$ cat src/rtl/regfile_pkg.sv
`default_nettype none
// Shared constants and enumerations for the register-file write arbiter.
package regfile_pkg;

  localparam int DATA_W   = 32;
  localparam int ADDR_W   = 5;
  localparam int NUM_REGS = 32;
  localparam int ZERO_REG = 0;

  typedef enum logic [1:0] {
    ST_IDLE = 2'd0,
    ST_WR_A = 2'd1,
    ST_WR_B = 2'd2
  } state_t;

  typedef enum logic {
    REQ_A = 1'b0,
    REQ_B = 1'b1
  } req_id_t;

endpackage
`default_nettype wire

$ cat src/rtl/regfile_scoreboard.sv
`default_nettype none
// Per-register busy bits: set on reservation, cleared on write grant;
// a reservation and a clear of the same register at one edge leaves it busy.
module regfile_scoreboard #(
  parameter int ADDR_W   = regfile_pkg::ADDR_W,
  parameter int NUM_REGS = regfile_pkg::NUM_REGS
) (
  input  logic                clk,
  input  logic                rst_n,
  input  logic                set_valid,
  input  logic [ADDR_W-1:0]   set_reg,
  input  logic                clr_valid,
  input  logic [ADDR_W-1:0]   clr_reg,
  input  logic [ADDR_W-1:0]   chk_reg1,
  input  logic [ADDR_W-1:0]   chk_reg2,
  output logic                stall,
  output logic [NUM_REGS-1:0] busy_vec
);
  import regfile_pkg::*;

  logic [NUM_REGS-1:0] busy_q;
  logic [NUM_REGS-1:0] busy_d;

  always_comb begin
    busy_d = busy_q;
    if (clr_valid) begin
      busy_d[clr_reg] = 1'b0;
    end
    // Applied after the clear so a newly issued producer keeps the register busy.
    if (set_valid && (set_reg != ADDR_W'(ZERO_REG))) begin
      busy_d[set_reg] = 1'b1;
    end
    busy_d[ZERO_REG] = 1'b0;
  end

  always_ff @(posedge clk or negedge rst_n) begin
    if (!rst_n) begin
      busy_q <= '0;
    end else begin
      busy_q <= busy_d;
    end
  end

  assign stall    = busy_q[chk_reg1] | busy_q[chk_reg2];
  assign busy_vec = busy_q;

endmodule
`default_nettype wire

$ cat src/rtl/regfile_write_arbiter.sv
`default_nettype none
// Round-robin arbiter sharing the register-file write port between the ALU (A)
// and load (B) writeback paths, with a busy scoreboard for issue stalls.
module regfile_write_arbiter #(
  parameter int DATA_W   = regfile_pkg::DATA_W,
  parameter int ADDR_W   = regfile_pkg::ADDR_W,
  parameter int NUM_REGS = regfile_pkg::NUM_REGS
) (
  input  logic                clk,
  input  logic                rst_n,
  input  logic                rsv_valid,
  input  logic [ADDR_W-1:0]   rsv_reg,
  input  logic                a_req,
  input  logic [ADDR_W-1:0]   a_reg,
  input  logic [DATA_W-1:0]   a_data,
  input  logic                a_byte,
  output logic                a_ack,
  input  logic                b_req,
  input  logic [ADDR_W-1:0]   b_reg,
  input  logic [DATA_W-1:0]   b_data,
  input  logic                b_byte,
  output logic                b_ack,
  output logic                rf_we,
  output logic [ADDR_W-1:0]   rf_waddr,
  output logic [DATA_W-1:0]   rf_wdata,
  output logic                rf_byte,
  input  logic [ADDR_W-1:0]   chk_reg1,
  input  logic [ADDR_W-1:0]   chk_reg2,
  output logic                stall,
  output logic [NUM_REGS-1:0] busy_vec
);
  import regfile_pkg::*;

  state_t              state_q;
  state_t              state_d;
  req_id_t             ptr_q;
  logic                rf_we_q;
  logic [ADDR_W-1:0]   rf_waddr_q;
  logic [DATA_W-1:0]   rf_wdata_q;
  logic                rf_byte_q;
  logic                a_elig;
  logic                b_elig;
  logic                clr_valid;
  logic [ADDR_W-1:0]   clr_reg;

  // The ack is high exactly while in WR_x, so it doubles as the re-grant mask.
  assign a_elig = a_req && (state_q != ST_WR_A);
  assign b_elig = b_req && (state_q != ST_WR_B);

  always_comb begin
    state_d = ST_IDLE;
    if (a_elig && (!b_elig || (ptr_q == REQ_A))) begin
      state_d = ST_WR_A;
    end else if (b_elig) begin
      state_d = ST_WR_B;
    end
  end

  always_ff @(posedge clk or negedge rst_n) begin
    if (!rst_n) begin
      state_q    <= ST_IDLE;
      ptr_q      <= REQ_A;
      rf_we_q    <= 1'b0;
      rf_waddr_q <= '0;
      rf_wdata_q <= '0;
      rf_byte_q  <= 1'b0;
    end else begin
      state_q <= state_d;
      rf_we_q <= 1'b0;
      case (state_d)
        ST_WR_A: begin
          rf_we_q    <= (a_reg != ADDR_W'(ZERO_REG));
          rf_waddr_q <= a_reg;
          rf_wdata_q <= a_data;
          rf_byte_q  <= a_byte;
          ptr_q      <= REQ_B;
        end
        ST_WR_B: begin
          rf_we_q    <= (b_reg != ADDR_W'(ZERO_REG));
          rf_waddr_q <= b_reg;
          rf_wdata_q <= b_data;
          rf_byte_q  <= b_byte;
          ptr_q      <= REQ_A;
        end
        default: begin
        end
      endcase
    end
  end

  assign a_ack    = (state_q == ST_WR_A);
  assign b_ack    = (state_q == ST_WR_B);
  assign rf_we    = rf_we_q;
  assign rf_waddr = rf_waddr_q;
  assign rf_wdata = rf_wdata_q;
  assign rf_byte  = rf_byte_q;

  assign clr_valid = (state_d != ST_IDLE);
  assign clr_reg   = (state_d == ST_WR_B) ? b_reg : a_reg;

  regfile_scoreboard #(
    .ADDR_W   (ADDR_W),
    .NUM_REGS (NUM_REGS)
  ) u_scoreboard (
    .clk       (clk),
    .rst_n     (rst_n),
    .set_valid (rsv_valid),
    .set_reg   (rsv_reg),
    .clr_valid (clr_valid),
    .clr_reg   (clr_reg),
    .chk_reg1  (chk_reg1),
    .chk_reg2  (chk_reg2),
    .stall     (stall),
    .busy_vec  (busy_vec)
  );

endmodule
`default_nettype wire

$ cat config.mk
export PLATFORM = sky130hd
export DESIGN_NAME = regfile_write_arbiter
export DESIGN_NICKNAME = d
export VERILOG_FILES = /design/src/rtl/regfile_pkg.sv /design/src/rtl/regfile_scoreboard.sv /design/src/rtl/regfile_write_arbiter.sv
export SDC_FILE = /design/constraint.sdc
export NUM_CORES = 1
export LEC_CHECK = 0
export CORE_ASPECT_RATIO = 1.5
export CORE_MARGIN = 2
export CORE_UTILIZATION = 47
export CTS_CLUSTER_DIAMETER = 60
export DETAILED_ROUTE_END_ITERATION = 6
export MAX_ROUTING_LAYER = met4
export PLACE_DENSITY = 0.86
export SETUP_SLACK_MARGIN = 0.3
export SLEW_MARGIN = 20
export SYNTH_ARGS = -nofsm -noshare
export SYNTH_HDL_FRONTEND = slang
export SYNTH_SLANG_ARGS = --single-unit
$ cat constraint.sdc
create_clock -name clk -period 5.2 [get_ports clk]
set_input_delay 1.3 -clock clk [delete_from_list [all_inputs] [get_ports clk]]
set_output_delay 1.3 -clock clk [all_outputs]
set_load 0.01 [all_outputs]
==> results.sh <==
export IMPL_whs_path_depth=2
export IMPL_wire_per_inst_um=20.2
export IMPL_slowest_stage="clkdlybuf4s50_1"
export IMPL_max_slew_margin=0.346
export IMPL_post_dp_hpwl_um=10200
export IMPL_synth_cell_area_sq_um=4240
export IMPL_drc=0
export IMPL_final_seq_area_sq_um=1830
export IMPL_place_congestion=0.922
export IMPL_cts_resized=2
export IMPL_synth_seq_cells=73
export IMPL_grt_max_degree=74
export IMPL_end_kind="primary output"
export IMPL_track_usage=0.300
export IMPL_r2r_end="u_scoreboard.busy_vec[10]"
export IMPL_maxCapViolCount=0
export IMPL_cts_path_max_buffers=2
export IMPL_reg2reg_from="ptr_q"
export IMPL_io_buffers=168
export IMPL_r2r_setup_slack_ns=2.80
export IMPL_setup_tns_ns=0
export IMPL_drtPass1Iterations=7
export IMPL_drt_total_wl_um=14000
export IMPL_globalRouteOverflowTotal=0
export IMPL_irDropWorstVdd_mv=0.226
export IMPL_initial_core_util=0.483
export IMPL_finalNetCount=676
export IMPL_clkSinkCount=73
export IMPL_routed_via_density=6.28
export IMPL_ctsHtreeMaxLevel=3
export IMPL_root_buffer="clkbuf_16"
export IMPL_clock_skew_ns=0.00328
export IMPL_finalCritPeriodShare=0.932
export IMPL_pre_cts_ws_ns=0.164
export IMPL_synthDistinctLibCells=49
export IMPL_tightestPinTransition_ns=0.981
export IMPL_worstPathArrival_ns=3.55
export IMPL_yosys_top_cells_area="dfrtp_1, a222oi_1, mux4_2, inv_1, o21ai_0"
export IMPL_status="finished, final reports clean"
export IMPL_yosysWarningCount=0
export IMPL_synth_seq_area_share=0.431
export IMPL_yosysTopAreaCellShare=0.431
export IMPL_avgSynthCellArea_sq_um=10.0
export IMPL_cts_tree="yes"
export IMPL_finalCriticalPeriod_ns=4.85
export IMPL_crit_type="in -> out"
export IMPL_powerDensity_nw_per_um2=406
export IMPL_async_reset_ff_frac=1.00
export IMPL_synth_flop_cell="dfrtp_1"
export IMPL_crit_top_cell="clkdlybuf4s50_1"
export IMPL_core_sq_um=8780
export IMPL_finalMaxSlewViolations=0
export IMPL_crit_fanout=8
export IMPL_synthCells=423
export IMPL_max_freq_mhz=206
export IMPL_fin_ws_ns=0.353
export IMPL_p_total_uw=2550
export IMPL_grt_pass1_vias=4457
export IMPL_num_fill_cells=621
export IMPL_grt_pass1_wl_um=21700
export IMPL_hold_violations=0
export IMPL_multiInputGateArea_sq_um=2060
export IMPL_clk_pin_slew_ns=0.05
export IMPL_drtIter0Drc=501
export IMPL_start_kind="input port"
export IMPL_rsz0062_at_grt="false"
export IMPL_post_cts_setup_buffer_count=0
export IMPL_synth_fp_nets=519
export IMPL_area_growth_syn_to_layout_pct=48.2
export IMPL_ff2ff_path_depth=5
export IMPL_leakagePower_uw=0.00265
export IMPL_clock_latency_ns=0.33
export IMPL_critPathCapture="stall"
export IMPL_antenna_found_initial=0
export IMPL_worstSetupStartpoint="chk_reg2[2]"
export IMPL_synth_edf_count=0
export IMPL_crit_required_ns=3.90
export IMPL_n_antenna_cell=0
export IMPL_path_cells="clkdlybuf4s50_1 > mux4_2 > nand4b_1 > o311ai_0 > nor3_1 > nand4_1 > clkdlybuf4s50_1"
export IMPL_antenna_left=0
export IMPL_die_x_um=81.6
export IMPL_std_cell_rows=42
export IMPL_die_y_um=120
export IMPL_cts_inserted_buffers=9
export IMPL_cts_hold_buf=0
export IMPL_hold_class="reg -> reg"
export IMPL_die_area_sq_um=9820
export IMPL_num_vias=4355
export IMPL_ioPinCount=170
export IMPL_setup_viol=0
export IMPL_final_layout_size_suffix_gt1_frac=0.0908
export IMPL_synth_top_area_cell="dfrtp_1"
export IMPL_slowest_delay_ns=0.69
==> layout make-up <==
type	count	share of cell area
Sequential cell	73	0.291
Timing Repair Buffer	173	0.273
Tap cell	110	0.0219
Clock inverter	2	0.00956
Clock buffer	13	0.0430
Inverter	58	0.0346
Multi-Input combinational cell	265	0.327
==> worst max-delay path: cells and delay by family <==
| family | cells | cell delay [ns] |
|---|---|---|
| buffers and inverters | 2 | 1.19 |
| AOI/OAI and AO/OA | 1 | 0.14 |
| muxes | 1 | 0.36 |
| and+or+nand+nor | 3 | 0.56 |
==> how the worst min path moves through the flow <==
stage	start	to	slack [ns]
final	rf_waddr[4]	rf_waddr[4]	0.49
after global routing	rf_waddr[4]	rf_waddr[4]	0.51
after CTS	rf_waddr[4]	rf_waddr[4]	0.50
after detailed placement	rf_waddr[0]	rf_waddr[0]	0.48
after global placement	rf_waddr[4]	rf_waddr[4]	0.46
after floorplan	rf_waddr[0]	rf_waddr[0]	0.51
==> state kept, by name, indices dropped and copies added (netlist names) <==
name                   count
ptr_q                      1
rf_wdata                  32
rf_byte                    1
rf_we                      1
rf_waddr                   5
state_q                    2
u_scoreboard.busy_vec     31
==> cell usage in the layout, fill, tap and decap left out, drive strengths merged, types with 5 or more instances in the layout <==
master / n
o211ai: 16
mux2i: 10
nand3: 6
a21oi: 17
a222oi: 33
nand4: 5
mux4: 14
o21ai: 30
nand2: 30
dfrtp: 73
inv: 58
clkdlybuf4s50: 165
or3: 10
clkbuf: 13
buf: 6
nor2: 30
o22a: 8
==> kinds of logic (layout without fill, tap and decap cells) <==
family,after synthesis,count (layout),share of synthesized area
AOI/OAI and AO/OA,122,122,0.232
and+or+nand+nor,115,115,0.142
buffers and inverters,85,246,0.0876
DFF,73,73,0.431
muxes,26,26,0.103
adders and majority gates,1,1,0.00324
other,1,1,0.000884
==> metal layers <==
| metal | vias up | part of all wire | GRT usage | wire, um |
|---|---|---|---|---|
| met3 | 59 | 0.083 | 0.0560 | 1160 |
| met1 | 2101 | 0.36 | 0.335 | 5070 |
| met5 | - | 0 | - | 0 |
| li1 | 1904 | - | - | - |
| met4 | 0 | 0.046 | 0.176 | 650 |
| met2 | 291 | 0.51 | 0.491 | 7160 |
==> cells in the mapped netlist, types with 3 or more instances <==
cell      count
a32oi_1       3
nor3b_1       4
nand4b_1      4
o221ai_1      3
inv_1        57
nand2b_1      3
o211ai_1     15
nor2_1       30
mux2i_1      10
nand4_1       5
nand3_1       6
a21oi_1      17
nor3_1        3
o21ai_0      30
clkbuf_1      7
dfrtp_1      73
or3_1        10
mux4_2       14
and3b_1       3
nand3b_1      4
nand2_1      29
o22a_1        8
buf_2        15
and3_1        3
buf_6         4
a222oi_1     33
==> power breakdown <==
part | switching, uW | total [uW] | internal, uW
clock | 227 | 684 | 457
combinational | 461 | 997 | 536
sequential | 143 | 869 | 726
==> metrics by stage <==
stage               cell area [sq um]  std cells  hold slack (ns)   util
finish                           6280        694            0.489  0.716
global route                     6280        694            0.512  0.716
floorplan                        4240        423            0.513      -
CTS                              6280        694            0.497  0.716
global placement                 5960        679            0.465  0.679
detailed placement               5960        679            0.480  0.679
(Power assumes the default switching activity.)
